===== src/rtl/decode_forward_unit.sv =====
// Decode-side operand forwarding, load-use hazard detection and the ID/EXE
// pipeline register, with a saturating count of stall cycles.
module decode_forward_unit #(
    parameter int DATA_W = 32,
    parameter int ADDR_W = 5,
    parameter int CNT_W  = 16
) (
    input  logic              clk,
    input  logic              rst,
    input  logic [ADDR_W-1:0] rs,
    input  logic [ADDR_W-1:0] rt,
    input  logic              use_rs,
    input  logic              use_rt,
    input  logic [DATA_W-1:0] qa,
    input  logic [DATA_W-1:0] qb,
    input  logic              id_wreg,
    input  logic              id_m2reg,
    input  logic              id_wmem,
    input  logic              id_aluimm,
    input  logic [3:0]        id_aluc,
    input  logic [ADDR_W-1:0] id_dest,
    input  logic [DATA_W-1:0] id_imm,
    input  logic              e_wreg,
    input  logic              e_m2reg,
    input  logic [ADDR_W-1:0] e_dest,
    input  logic [DATA_W-1:0] e_alu,
    input  logic              m_wreg,
    input  logic              m_m2reg,
    input  logic [ADDR_W-1:0] m_dest,
    input  logic [DATA_W-1:0] m_alu,
    input  logic [DATA_W-1:0] m_mo,
    input  logic              flush,
    output logic              stall,
    output logic              ex_wreg,
    output logic              ex_m2reg,
    output logic              ex_wmem,
    output logic              ex_aluimm,
    output logic [3:0]        ex_aluc,
    output logic [ADDR_W-1:0] ex_dest,
    output logic [DATA_W-1:0] ex_a,
    output logic [DATA_W-1:0] ex_b,
    output logic [DATA_W-1:0] ex_imm,
    output logic [CNT_W-1:0]  stall_cnt
);

    localparam logic [ADDR_W-1:0] REG_ZERO = '0;
    localparam logic [CNT_W-1:0]  CNT_MAX  = '1;

    logic [DATA_W-1:0] fwd_a;
    logic [DATA_W-1:0] fwd_b;
    logic              bubble;

    // Operand A: EXE result beats MEM result; a load still in EXE has no data
    // yet, and r0 is never forwarded. WB needs no path since the register
    // file writes on the negedge before this stage samples.
    always_comb begin
        fwd_a = qa;
        if (rs == REG_ZERO) begin
            fwd_a = qa;
        end else if (e_wreg && !e_m2reg && (e_dest == rs)) begin
            fwd_a = e_alu;
        end else if (m_wreg && (m_dest == rs)) begin
            fwd_a = m_m2reg ? m_mo : m_alu;
        end
    end

    // Operand B: same selection as operand A, using rt/qb.
    always_comb begin
        fwd_b = qb;
        if (rt == REG_ZERO) begin
            fwd_b = qb;
        end else if (e_wreg && !e_m2reg && (e_dest == rt)) begin
            fwd_b = e_alu;
        end else if (m_wreg && (m_dest == rt)) begin
            fwd_b = m_m2reg ? m_mo : m_alu;
        end
    end

    // Load-use hazard: a load in EXE targeting a register this instruction
    // actually reads. One bubble lets the load reach MEM, where m_mo forwards.
    always_comb begin
        stall = e_wreg && e_m2reg && (e_dest != REG_ZERO) &&
                ((use_rs && (e_dest == rs)) || (use_rt && (e_dest == rt)));
        bubble = stall || flush;
    end

    // ID/EXE register: a bubble on stall or flush, otherwise the decoded
    // instruction with its forwarded operands.
    always_ff @(posedge clk or posedge rst) begin
        if (rst) begin
            ex_wreg   <= 1'b0;
            ex_m2reg  <= 1'b0;
            ex_wmem   <= 1'b0;
            ex_aluimm <= 1'b0;
            ex_aluc   <= 4'h0;
            ex_dest   <= '0;
            ex_a      <= '0;
            ex_b      <= '0;
            ex_imm    <= '0;
        end else if (bubble) begin
            ex_wreg   <= 1'b0;
            ex_m2reg  <= 1'b0;
            ex_wmem   <= 1'b0;
            ex_aluimm <= 1'b0;
            ex_aluc   <= 4'h0;
            ex_dest   <= '0;
            ex_a      <= '0;
            ex_b      <= '0;
            ex_imm    <= '0;
        end else begin
            ex_wreg   <= id_wreg;
            ex_m2reg  <= id_m2reg;
            ex_wmem   <= id_wmem;
            ex_aluimm <= id_aluimm;
            ex_aluc   <= id_aluc;
            ex_dest   <= id_dest;
            ex_a      <= fwd_a;
            ex_b      <= fwd_b;
            ex_imm    <= id_imm;
        end
    end

    // Stall-cycle counter, held at all-ones once full rather than wrapping.
    always_ff @(posedge clk or posedge rst) begin
        if (rst) begin
            stall_cnt <= '0;
        end else if (stall && (stall_cnt != CNT_MAX)) begin
            stall_cnt <= stall_cnt + 1'b1;
        end
    end

endmodule


===== config.mk =====
export PLATFORM = sky130hd
export DESIGN_NAME = decode_forward_unit
export DESIGN_NICKNAME = d
export VERILOG_FILES = /design/src/rtl/decode_forward_unit.sv
export SDC_FILE = /design/constraint.sdc
export NUM_CORES = 1
export LEC_CHECK = 0
export CAP_MARGIN = 5
export CORE_AREA = 2 2 141 143
export CTS_CLUSTER_DIAMETER = 50
export DETAILED_ROUTE_END_ITERATION = 7
export DIE_AREA = 0 0 143 145
export PLACE_DENSITY = 0.69
export SLEW_MARGIN = 10
export SYNTH_ARGS = -nofsm -noshare
export SYNTH_HDL_FRONTEND = slang
export SYNTH_SLANG_ARGS = --single-unit

===== constraint.sdc =====
create_clock -name clk -period 4.5 [get_ports clk]
set_input_delay 0.675 -clock clk [delete_from_list [all_inputs] [get_ports clk]]
set_output_delay 0.675 -clock clk [all_outputs]
set_load 0.02 [all_outputs]

### After elaboration in Yosys (flattened, before gate mapping)

Index checks and enable logic that the tools add are counted.

* bits in registers: 125
* latch bits: 0
* bits in writable memories: 0
* memory bits (read-only): 0
* input bits: 234
* output and inout port bits: 126
* word-level logic and storage cells: 49
* memories kept: 0

* $add $sub $neg: 1
* multiply operators: 0
* divide/modulo/power cells: 0
* $lt $le $gt $ge: 0
* equal/unequal tests: 5
* shift-type cells: 0
* muxes and demuxes: 16
* bitwise gates (word level): 0
* reductions and logical operators: 17

Operators by type and width (count)
* $mux 32: 10
* $eq 5x5->1: 4
* $add 16x1->16 const B: 1
* $ne 16x16->1 const B: 1
* $logic_and 1x1->1: 11
* $logic_not 5->1: 2
* $mux 5: 1
* $reduce_bool 5->1: 1
* $mux 1: 4
* $mux 4: 1
* $logic_or 1x1->1: 2
* $logic_not 1->1: 1

### Longest topological paths before layout

Gate-level depths: netlist of run 1.

* depth after elaboration: 6
* gate-level depth with buffers: 9
* mapped depth without buffers: 7

### Worst setup path after synthesis of run 1

OpenSTA, ideal clock, no wires.

* path type: input to output
* from: in e_dest[1]
* to: out stall
* arrival time: 1.695 ns
* data required time: 3.825 ns
* slack: 2.130 ns
* stages: 5
* buffers on the path: 1
* path through: or4_1 o211ai_2 inv_2 and2_1 buf_6

* longest elaborated chain between the ends: 4
* elaborated cells on any way between the ends: 8
* those cells by class: 2 x eq/ne; 6 x reduce/logical

RTL lines
* start: declaration: line 25 `input logic [ADDR_W-1:0] e_dest,`
* $eq 5x5->1: line 83 `((use_rs && (e_dest == rs)) || (use_rt && (e_dest == rt)));`
* $logic_and 1x1->1: line 83
* $logic_or 1x1->1: line 83
* $logic_and 1x1->1 *: line 82 `stall = e_wreg && e_m2reg && (e_dest != REG_ZERO) &&`
* end: declaration: line 33 `output logic stall,`

Mark *: on every way between the ends. The rest lies on a longest branch, timed or not.

### Final worst setup path of run 1

* from: in rt[0]
* to: out stall

* longest elaborated chain between the ends: 4

RTL lines
* start: declaration: line 11 `input logic [ADDR_W-1:0] rt,`
* $eq 5x5->1: line 83
* $logic_and 1x1->1: line 83
* $logic_or 1x1->1: line 83
* $logic_and 1x1->1: line 82

Every way passes these cells.

==> results.sh, run 1 <==
export IMPL_core_area_sq_um=19210
export IMPL_num_vias=6238
export IMPL_cts_setup_buffers=0
export IMPL_wl_mm=23.69
export IMPL_port_buffers=359
export IMPL_leakage_nw=4.424
export IMPL_gr_usage_all_layers_pct=22.68
export IMPL_grt_max_degree=79
export IMPL_worst_setup_path_start_kind="input port"
export IMPL_area_growth_pct=67.21
export IMPL_firstDrtPassIters=4
export IMPL_drc_errors=0
export IMPL_fill_cells=1694
export IMPL_synth_cells=674
export IMPL_via_per_inst=4.843
export IMPL_synthArstFlopShare_pct=100.0
export IMPL_clock_skew_ps=8.094
export IMPL_tightest_slew_ps=947.7
export IMPL_antenna_found_initial=4
export IMPL_start_util_pct=33.99
export IMPL_clk_latency_ps=410
export IMPL_fmaxAchievable_mhz=278.1
export IMPL_powerDensity_nw_per_um2=296.3
export IMPL_cts_buffers=17
export IMPL_maxCapViolCount=0
export IMPL_path_clk_slew_ps=60
export IMPL_num_rows=51
export IMPL_crit_type="in -> out"
export IMPL_end_kind="output port"
export IMPL_dieArea_sq_um=20740
export IMPL_ant_nets=0
export IMPL_drive_above_1_share_pct=14.68
export IMPL_syn_avg_cell_area_sq_um=9.687
export IMPL_min_delay_path_class="reg -> reg"
export IMPL_synth_cell_type_count=32
export IMPL_grt_first_pass_wirelength_mm=35.97
export IMPL_hold_slack_ps=496.8
export IMPL_clockBufferDepth=2
export IMPL_wl_per_cell_um=18.39
export IMPL_dp_hpwl_mm=17.02
export IMPL_cts_root_buf="clkbuf_16"
export IMPL_io_pins=360
export IMPL_yosysSeqAreaShare_pct=47.91
export IMPL_finalHoldViolCount=0
export IMPL_synthFlopType="dfrtp_1"
export IMPL_die_h_um=145
export IMPL_grt_pass1_vias=6407
export IMPL_initialDrtViolationCount=342
export IMPL_cts_tree="done"
export IMPL_synth_edf_count=0
export IMPL_crit_required_ps=3830
export IMPL_period_needed_ps=3596
export IMPL_die_w_um=143
export IMPL_crit_fanout=5
export IMPL_post_route_period_util_pct=79.91
export IMPL_synth_warnings=0
export IMPL_place_congestion=0.8422
export IMPL_synth_seq_cells=125
export IMPL_synth_net_count=909
export IMPL_cts_htree_levels=4
export IMPL_synthesis_area_sq_um=6529
export IMPL_grt_ovfl_total=0
export IMPL_cts_sinks=125
export IMPL_nets=1245
export IMPL_rsz0062_at_grt="no"
export IMPL_cts_hold_buf=0
export IMPL_final_max_slew_violation_count=0
export IMPL_status="completed"
export IMPL_peakVddDrop_uv=233.0
export IMPL_slew_headroom_pct=36.67
export IMPL_totalNegativeSetupSlack_ps=0
export IMPL_crit_arrival_ps=2920
export IMPL_setup_violations=0
export IMPL_ctsResizeCount=0
-- state kept, by name, summed over array words and instances (netlist names), 4 cells and up --
| signal | flops |
|---|---|
| ex_dest | 5 |
| ex_b | 32 |
| stall_cnt | 16 |
| ex_a | 32 |
| ex_imm | 32 |
| ex_aluc | 4 |
-- logic make-up (layout without fill, tap and decap cells) --
group | Yosys count | in the layout | synth area share, %
simple gates | 291 | 291 | 21.10
compound gates | 133 | 133 | 16.27
flops | 125 | 125 | 47.91
buf+inv | 57 | 405 | 4.274
xor+xnor | 34 | 34 | 4.561
mux | 33 | 33 | 5.692
fa+ha+maj | 1 | 1 | 0.1916
other cells | 0 | 1 | 0
-- stage by stage --
stage | setup slack, ps | utilization (%) | instance area [sq um] | instances | total power, mW
CTS | 906.8 | 56.82 | 10910 | 1287 | 3.274
global route | 813.3 | 56.82 | 10910 | 1287 | 3.365
finish | 904.0 | 56.84 | 10920 | 1288 | 3.235
floorplan | 497.4 | - | 6529 | 674 | 1.497
global placement | 970.0 | 53.79 | 10330 | 1256 | 1.891
detailed placement | 911.2 | 53.79 | 10330 | 1256 | 1.895
-- metal layers --
metal	vias up	GRT usage, %	wire (um)
li1	2943	-	-
met1	2922	27.35	9411
met2	327	37.61	11560
met3	40	7.492	2147
met4	6	8.069	531
met5	-	0	36
-- synth_stat cells (8+ instances only) --
library cell / number / area share (%)
a21o_1: 64 / 7.4
xor2_1: 15 / 2.0
xnor2_1: 19 / 2.5
buf_6: 8 / 1.4
mux2_2: 33 / 5.7
dfrtp_1: 125 / 48
and2_1: 46 / 4.4
clkbuf_1: 38 / 2.2
nand2_1: 132 / 7.6
a21oi_2: 60 / 8.0
nand3_1: 78 / 6.0
-- report_power, final --
part | switching, mW | internal, mW | leakage, nW
registers | 0.0232 | 1.19 | 1.61
clock network | 0.533 | 0.830 | 0.283
logic | 0.292 | 0.369 | 2.53
-- final timing paths --
path / from / to / slack [ps] / cells past startpoint
max reg2reg: stall_cnt[0] / stall_cnt[1] / 2350 / 6
min: stall_cnt[7] / stall_cnt[7] / 500 / 1
max in group asynchronous: rst / ex_b[22] / 2850 / 3
min reg2reg: stall_cnt[7] / stall_cnt[7] / 500 / 1
max: rt[0] / stall / 900 / 6
min in group asynchronous: rst / ex_imm[10] / 760 / 2
-- worst max-delay path, stage by stage --
cell and delay (ps):
clkdlybuf4s50_1 670, xnor2_1 160, nand3_1 170, o22ai_1 290, and2_1 290, clkdlybuf4s50_1 660
-- cells in the final DEF, fill, tap and decap left out, types with 2 or more instances in the layout --
master           count
nor2_1               2
xnor2_1             19
nand3_1             78
or2_2                3
a21o_1              64
a21oi_2             60
and2_1              46
clkdlybuf4s50_1    358
dfrtp_1            125
and3_1               2
nor3_1               5
nor4_1               6
inv_1                4
mux2_2              33
clkinvlp_4           2
and3_2               2
or4_1                3
xor2_1              15
nand4_1              3
clkinv_2             3
a21oi_1              5
nand2_1            132
nor2_4               4
clkbuf_16           17
clkinv_4             4
buf_4                8
bufinv_16            2
inv_6                3
-- final cells by class --
class / instances / area, sq um / share of cell area [%]
antenna: 1 / 2.502 / 0.02292
clock buffer: 18 / 439.2 / 4.023
clock inverter: 13 / 142.6 / 1.307
inverter: 6 / 27.53 / 0.2521
multi-input combinational: 492 / 3177 / 29.10
sequential: 125 / 3128 / 28.65
tap: 265 / 331.6 / 3.037
timing repair buffer: 368 / 3669 / 33.60
Note: power is estimated with default switching activity, not from simulation.
==> run 2: changes to the inputs <==
- clock period: 4.5 -> 3.45 ns (I/O delays scaled with it)
==> run 2 against run 1 <==
Clock power up 29%; critical path depth unchanged; power up 30%; core utilization increased by 0.18 points; global-route usage about the same; combinational power up 31%; via count decreased by 0.64%; first-iteration DRC count increased by 2.0%; sequential power is 31% higher; highest routed layer is now met4.
==> results.sh, run 2 (synthesized netlist as in run 1, its figures left out) <==
export IMPL_drive_above_1_share_pct=14.90
export IMPL_post_dp_cell_area_sq_um=10370
export IMPL_post_route_util_pct=57.02
export IMPL_crit_top_cell="clkdlybuf4s50_1"
export IMPL_crit_required_ps=2930
export IMPL_clockBufferDepth=2
export IMPL_period_needed_ps=3172
export IMPL_dp_cells=1260
export IMPL_num_rows=51
export IMPL_start_util_pct=33.99
export IMPL_worst_setup_path_start_kind="input port"
export IMPL_cts_tree="done"
export IMPL_cts_buffers=17
export IMPL_final_cells=1293
export IMPL_powerDensity_nw_per_um2=382.7
export IMPL_pwr_share_clk_pct=41.7
export IMPL_ant_nets=0
export IMPL_cts_htree_levels=4
export IMPL_final_seq_area_sq_um=3128
export IMPL_dp_hpwl_mm=17.47
export IMPL_multi_input_area_sq_um=3164
export IMPL_swShare_pct=27.07
export IMPL_hold_slack_ps=448.9
export IMPL_cts_hold_buf=0
export IMPL_grt_max_degree=72
export IMPL_wl_mm=23.81
export IMPL_crit_fanout=5
export IMPL_die_h_um=145
export IMPL_cts_setup_buffers=0
export IMPL_antenna_found_initial=1
export IMPL_rsz0062_at_grt="no"
export IMPL_crit_type="in -> out"
export IMPL_rrSetupSlack_ps=1340
export IMPL_port_buffers=359
export IMPL_min_delay_path_class="in -> async"
export IMPL_path_buf_inv=2
export IMPL_reg_top3="ex_a: 32 flops, ex_b: 32 flops, ex_imm: 32 flops"
export IMPL_r2r_cells=6
export IMPL_crit_chain="clkdlybuf4s50_1 -> xnor2_1 -> nand3_1 -> o22ai_1 -> and2_1 -> clkdlybuf4s50_1"
export IMPL_core_area_sq_um=19210
export IMPL_layout_commonest_cell="clkdlybuf4s50_1"
export IMPL_grt_pass1_vias=6308
export IMPL_final_max_slew_violation_count=0
export IMPL_firstDrtPassIters=5
export IMPL_fill_cells=1667
export IMPL_setup_violations=0
export IMPL_totalNegativeSetupSlack_ps=0
export IMPL_clock_skew_ps=11.50
export IMPL_rr_endpoint="stall_cnt[1]"
export IMPL_stdcell_area_sq_um=10950
export IMPL_fmaxAchievable_mhz=315.3
export IMPL_leakage_nw=4.446
export IMPL_ctsResizeCount=0
export IMPL_status="completed"
export IMPL_grt_ovfl_total=0
export IMPL_r2r_start="stall_cnt[0]"
export IMPL_crit_arrival_ps=2650
export IMPL_num_vias=6198
export IMPL_dieArea_sq_um=20740
export IMPL_maxCapViolCount=0
export IMPL_area_growth_pct=67.75
export IMPL_slowest_delay_ps=660
export IMPL_grt_first_pass_wirelength_mm=35.99
export IMPL_p_total_mw=4.192
export IMPL_gr_usage_all_layers_pct=22.71
export IMPL_via_per_inst=4.794
export IMPL_post_route_period_util_pct=91.94
export IMPL_setup_ws_ps=278.1
export IMPL_end_kind="output port"
export IMPL_peakVddDrop_uv=305.5
export IMPL_initialDrtViolationCount=349
export IMPL_place_congestion=0.8157
export IMPL_slew_headroom_pct=27.66
export IMPL_die_w_um=143
export IMPL_path_clk_slew_ps=70
export IMPL_cp_top_family="buffers and inverters"
export IMPL_final_cell_mix="clkdlybuf4s50_1 (358), nand2_1 (132), dfrtp_1 (125), nand3_1 (78), a21o_1 (64)"
export IMPL_finalHoldViolCount=0
export IMPL_cts_root_buf="clkbuf_16"
export IMPL_drc_errors=0
export IMPL_tightest_slew_ps=1085
export IMPL_nets=1249
export IMPL_wl_per_cell_um=18.41
export IMPL_clk_latency_ps=410
export IMPL_internal_power_mw=3.057
export IMPL_p_seq_share_pct=37.6
export IMPL_pre_cts_slack_ps=288.7
export IMPL_p_switching_mw=1.135
export IMPL_worst_path_max_delay_cell="clkdlybuf4s50_1"
export IMPL_combPwrFrac_pct=20.7
export IMPL_cts_sinks=125
export IMPL_io_pins=360
run 2: cell types whose count changed in the layout (fill, tap and decap cells not counted), sizes merged:
cell	previous run	this run
buf	10	14
inv	8	9
clkinvlp	2	3
bufinv	2	1
run 2: worst max path at each step:
stage / startpoint / endpoint / slack (ps) / cells after the start
4_1_cts: e_dest[0] / stall / 280 / 6
2_1_floorplan: e_dest[1] / ex_a[0] / 1260 / 9
3_5_place_dp: e_dest[0] / stall / 290 / 6
6_report: e_dest[0] / stall / 280 / 6
5_1_grt: rs[4] / stall / 170 / 6
3_3_place_gp: e_dest[0] / stall / 350 / 6
run 2: layer usage:
metal / GRT usage (%) / vias up / share of wire (%)
met5: 0 / - / 0
met4: 6.188 / 0 / 1.7
met3: 7.459 / 28 / 9.5
met2: 39.83 / 289 / 51
met1: 26.28 / 2921 / 38
li1: - / 2960 / -
run 2: cell type report:
type	count	area share, %
well taps	265	3.028
multi-input cells	492	28.89
clock buffers	18	4.010
repair buffers	372	34.00
flip-flops and latches	125	28.56
inverters	6	0.2399
diodes	1	0.02285
clock inverters	14	1.245
run 2: power groups by stage:
stage,logic (mW),registers (mW),clock network [mW]
global placement,0.868,1.60,0
global route,0.927,1.58,1.84
CTS,0.878,1.58,1.79
finish,0.866,1.58,1.75
detailed placement,0.873,1.60,0
floorplan,0.242,1.71,0
run 2: worst reg2reg max path, delay by kind of cell (launching register included):
| family | cells | cell delay, ps |
|---|---|---|
| DFF | 1 | 400 |
| muxes | 1 | 390 |
| adders and majority gates | 1 | 210 |
| and+or+nand+nor | 4 | 1020 |
==> RTL edit 1 (config.mk and constraints of run 1) <==
The parameter `CNT_W` goes from 16 to 14.
--- a/src/rtl/decode_forward_unit.sv
+++ b/src/rtl/decode_forward_unit.sv
@@ -5,3 +5,3 @@
     parameter int ADDR_W = 5,
-    parameter int CNT_W  = 16
+    parameter int CNT_W  = 14
 ) (
Interface: changed (resized stall_cnt); port bits go from 360 to 358. The function was not compared with the original's and may differ.
==> RTL edit 1 against run 1 <==
Maximum frequency rose by 3.7%; count of clock-buffer cells in the layout fell by 1; worst setup slack improved by 130 ps; routed wire length decreased by 6.4%; design area shrank 5.4%; highest routed layer is now met4; area after synthesis down 9.8%; clock skew is 1.5 ps lower; combinational power decreased by 3.2%; critical path depth did not move; sequential cell count down 2; final cell count fell by 11%; power rose by 0.91%.
==> RTL edit 1: results (changes against run 1) <==
critical_path:
  r2r_cells: 7  # +1
  critical_path.startpoint: "e_dest[0]"
  critPathMaxStageDelay_ps: 620  # -50 ps
  critPathArrivalTime_ps: 2790  # -130 ps
  crit_path_max_fanout: 4  # -1
timing:
  skew_ps: 6.625  # -1.469 ps
  relSlewSlack_pct: 27.97  # -8.7 points
detailed_routing:
  dr.first_iter.drc_count: 311  # -9.1%
  drt-pass1-iter-count: 7  # +3
  vias: 5668  # -9.1%
  routed_wirelength_mm: 22.17  # -6.4%
place:
  gp_congestion: 0.8587  # +2.0%
  portBuffers: 357  # -0.56%
  dp_hpwl_mm: 16.31  # -4.2%
logic_synthesis:
  ys_seq_area_share_pct: 52.24  # +4.3 points
  syn-num-nets: 768  # -16%
  ys_top_cells_by_area: "dfrtp_1 (52%), o221a_2 (11%), a31oi_1 (6.8%)"
  synth_commonest_cells: "dfrtp_1 (123), nor2_1 (71), a31oi_1 (64)"
  yosysUniqueCellTypes: 33  # +3.1%
finish:
  antennaDiodeCount: 0  # -1
  nets: 1104  # -11%
grt:
  antenna_found_initial: 0  # -4
  grt_first_pass_wirelength_mm: 33.33  # -7.3%
  grt_max_degree: 80  # +1.3%
  grt_use_total_pct: 21.33  # -1.3 points
status:
  status: "completed"
hold_path:
  min_from: "stall_cnt[12]"
power:
  vdd.ir_drop.worst_v: 0.0002369  # +1.7%
  p_leak_nw: 4.247  # -4.0%
[RTL edit 1: cell count changes after synthesis, moves of 16 or more]
| cell | change |
|---|---|
| o221a_2 | +59 |
| nand3_1 | -69 |
| clkbuf_1 | -18 |
| nand2_1 | -123 |
| a31oi_1 | +64 |
| a21oi_2 | -58 |
| mux2i_1 | +32 |
| buf_2 | +16 |
| nor2_1 | +65 |
| mux2_2 | -33 |
| a21o_1 | -64 |
[RTL edit 1: final timing paths]
path / endpoint / slack [ps]
max: stall / 1030
min: stall_cnt[12] / 500
max reg2reg: stall_cnt[9] / 2590
min reg2reg: stall_cnt[12] / 500
max in group asynchronous: ex_b[12] / 2910
min in group asynchronous: ex_imm[6] / 770
[RTL edit 1: cell families (layout without fill, tap and decap cells)]
kind of cell	Yosys count	count (layout)	synth area share, %
simple gates	157	157	13.40
compound gates	133	133	19.81
flops	123	123	52.24
buf+inv	54	403	3.992
xor+xnor	33	33	4.905
mux	32	32	5.436
fa+ha+maj	1	1	0.2123
[RTL edit 1: metal layers]
metal  vias up  routed length [um]  track usage [%]
li1       2643                   -                -
met1      2725                8885            26.05
met2       272               11080            36.10
met3        28                1797            6.535
met4         0                 411            6.089
met5         -                   0                0
[RTL edit 1: through the flow]
stage	worst slack, ps	util (%)	std cells	cell area, um2	hold WS, ps
4_1_cts	1001	53.75	1147	10320	505.3
2_1_floorplan	554.1	-	533	5892	589.1
3_3_place_gp	980.1	50.54	1115	9707	482.5
3_5_place_dp	847.5	50.54	1115	9707	491.3
5_1_grt	931.4	53.75	1147	10320	525.8
6_report	1032	53.75	1147	10320	504.6
[RTL edit 1: worst reg2reg max path, stage by stage (launching register included)]
cell and delay, ps:
dfrtp_1 430, ha_1 270, and2_1 190, nand2_1 120, o31a_1 180, and2_1 290, nand4_1 160, xnor2_1 150
[RTL edit 1: final cells by class]
type	count	area, um2
clock buffer	17	425.4
timing repair buffer	367	3656
inverter	4	20.02
clock inverter	15	191.4
fill	1705	8884
sequential	123	3078
tap	265	331.6
multi-input combinational	356	2621
[RTL edit 1: report_power, final]
group	internal, mW	switching, mW
clock	0.883	0.549
sequential	1.17	0.0237
combinational	0.369	0.271
==> RTL edit 2 (flow settings as in run 1) <==
Made on the original files. Make the reset (`rst`) synchronous in 2 clocked blocks.
--- a/src/rtl/decode_forward_unit.sv
+++ b/src/rtl/decode_forward_unit.sv
@@ -88,3 +88,3 @@
     // instruction with its forwarded operands.
-    always_ff @(posedge clk or posedge rst) begin
+    always_ff @(posedge clk) begin
         if (rst) begin
@@ -123,3 +123,3 @@
     // Stall-cycle counter, held at all-ones once full rather than wrapping.
-    always_ff @(posedge clk or posedge rst) begin
+    always_ff @(posedge clk) begin
         if (rst) begin
Behaviour: differs if rst is asserted again (counterexample within 4 cycles, from zero or initial values and one cycle with rst high); with rst held inactive, the same outputs for 4 cycles.
==> RTL edit 2 against run 1 <==
Final cell count fell by 5.8%; design area fell by 8.1%; die area did not move; sequential cell count did not move; routed wire length fell by 4.2%; maximum frequency rose by 4.6%; area after synthesis fell by 14%; power fell by 4.9%; first-iteration DRC count rose by 4.4%; critical path depth did not move; worst setup slack improved by 160 ps.
==> RTL edit 2: results (changes against run 1) <==
power:
  powerDensity_nw_per_um2: 306.8  # +3.5%
  p_int_mw: 2.253  # -5.6%
  vdd.ir_drop.worst_v: 0.0002336  # +0.25%
  comb_power_mw: 0.522  # -21%
  p_leak_nw: 3.644  # -18%
place:
  dp_hpwl_mm: 16.62  # -2.3%
  place_ws_ps: 1052  # +140.3 ps
  dpl_cell_area_um2: 9430  # -8.7%
  dp_cells: 1181  # -6.0%
logic_synthesis:
  synth_commonest_cells: "dfxtp_1 (125), nor2_1 (74), and2_1 (45)"
  synthAdderAreaFrac_pct: 0.2216  # +0.030 points
  synthMuxAreaShare_pct: 6.049  # +0.36 points
  synthCells: 602  # -11%
  ys_seq_area_share_pct: 44.32  # -3.6 points
  synth-xor-area-share_pct: 3.567  # -0.99 points
  async_reset_ff_share_pct: 0  # -100 points
  synth_compound_area_share_pct: 22.34  # +6.1 points
  ys_top_cells_by_area: "dfxtp_1 (44%), a211oi_2 (6.6%), o221a_2 (6.4%)"
  syn-num-nets: 837  # -7.9%
grt:
  grt_use_total_pct: 21.31  # -1.4 points
  use_met2_pct: 36.75  # -0.86 points
  grt_pass1_vias: 5794  # -9.6%
  antenna_found_initial: 0  # -4
  grt_max_degree: 65  # -18%
  gr-usage-met1_pct: 25.44  # -1.9 points
  met3_usage_pct: 5.611  # -1.9 points
timing:
  hold_ws_ps: 515.7  # +18.83 ps
  fin_crit_sh_pct: 76.37  # -3.5 points
finish:
  nets: 1170  # -6.0%
  drive_gt1_share_pct: 12.03  # -2.7 points
  antennaDiodeCount: 0  # -1
  multiInputGateArea_um2: 2929  # -7.8%
detailed_routing:
  drt-pass1-iter-count: 5  # +1
  vias: 5926  # -5.0%
  wl_met1_mm: 9.119  # -3.1%
  routed_wirelength_mm: 22.70  # -4.2%
  vias_per_cell: 4.885  # +0.87%
  top_layer_used: "met4"
  wl_met3_mm: 1.778  # -17%
  dr.first_iter.drc_count: 357  # +4.4%
hold_path:
  worst_hold_path.endpoint: "stall_cnt[9]"
  min_from: "stall_cnt[9]"
  holdPathStages: 2  # +1
critical_path:
  r2r-start: "stall_cnt[0]"
  r2r_cells: 7  # +1
  rrSetupSlack_ps: 1880  # -470 ps
  r2r-end: "stall_cnt[11]"
  critPathMaxStageDelay_ps: 600  # -70 ps
status:
  status: "completed"
[RTL edit 2: changes by cell type after synthesis, sizes merged, moves of 33 or more]
cell	before	now
nor2	7	74
a21oi	65	10
o21ai	0	36
nand2	132	11
nand3	78	43
dfxtp	0	125
mux2i	0	33
a21o	64	0
dfrtp	125	0
[RTL edit 2: area by class of cell]
| type | instances | share of cell area (%) |
|---|---|---|
| Clock buffer | 17 | 4.241 |
| Clock inverter | 15 | 1.746 |
| Inverter | 3 | 0.1123 |
| Multi-Input combinational cell | 420 | 29.20 |
| Sequential cell | 125 | 24.95 |
| Tap cell | 265 | 3.305 |
| Timing Repair Buffer | 368 | 36.45 |
[RTL edit 2: worst reg2reg max path, cell delays in order, from the launching register on]
cell	delay [ps]
dfxtp_1	360
ha_1	270
nand2_1	240
nor3_1	110
nand4_1	120
nand3_1	580
or4_1	720
a21oi_1	150
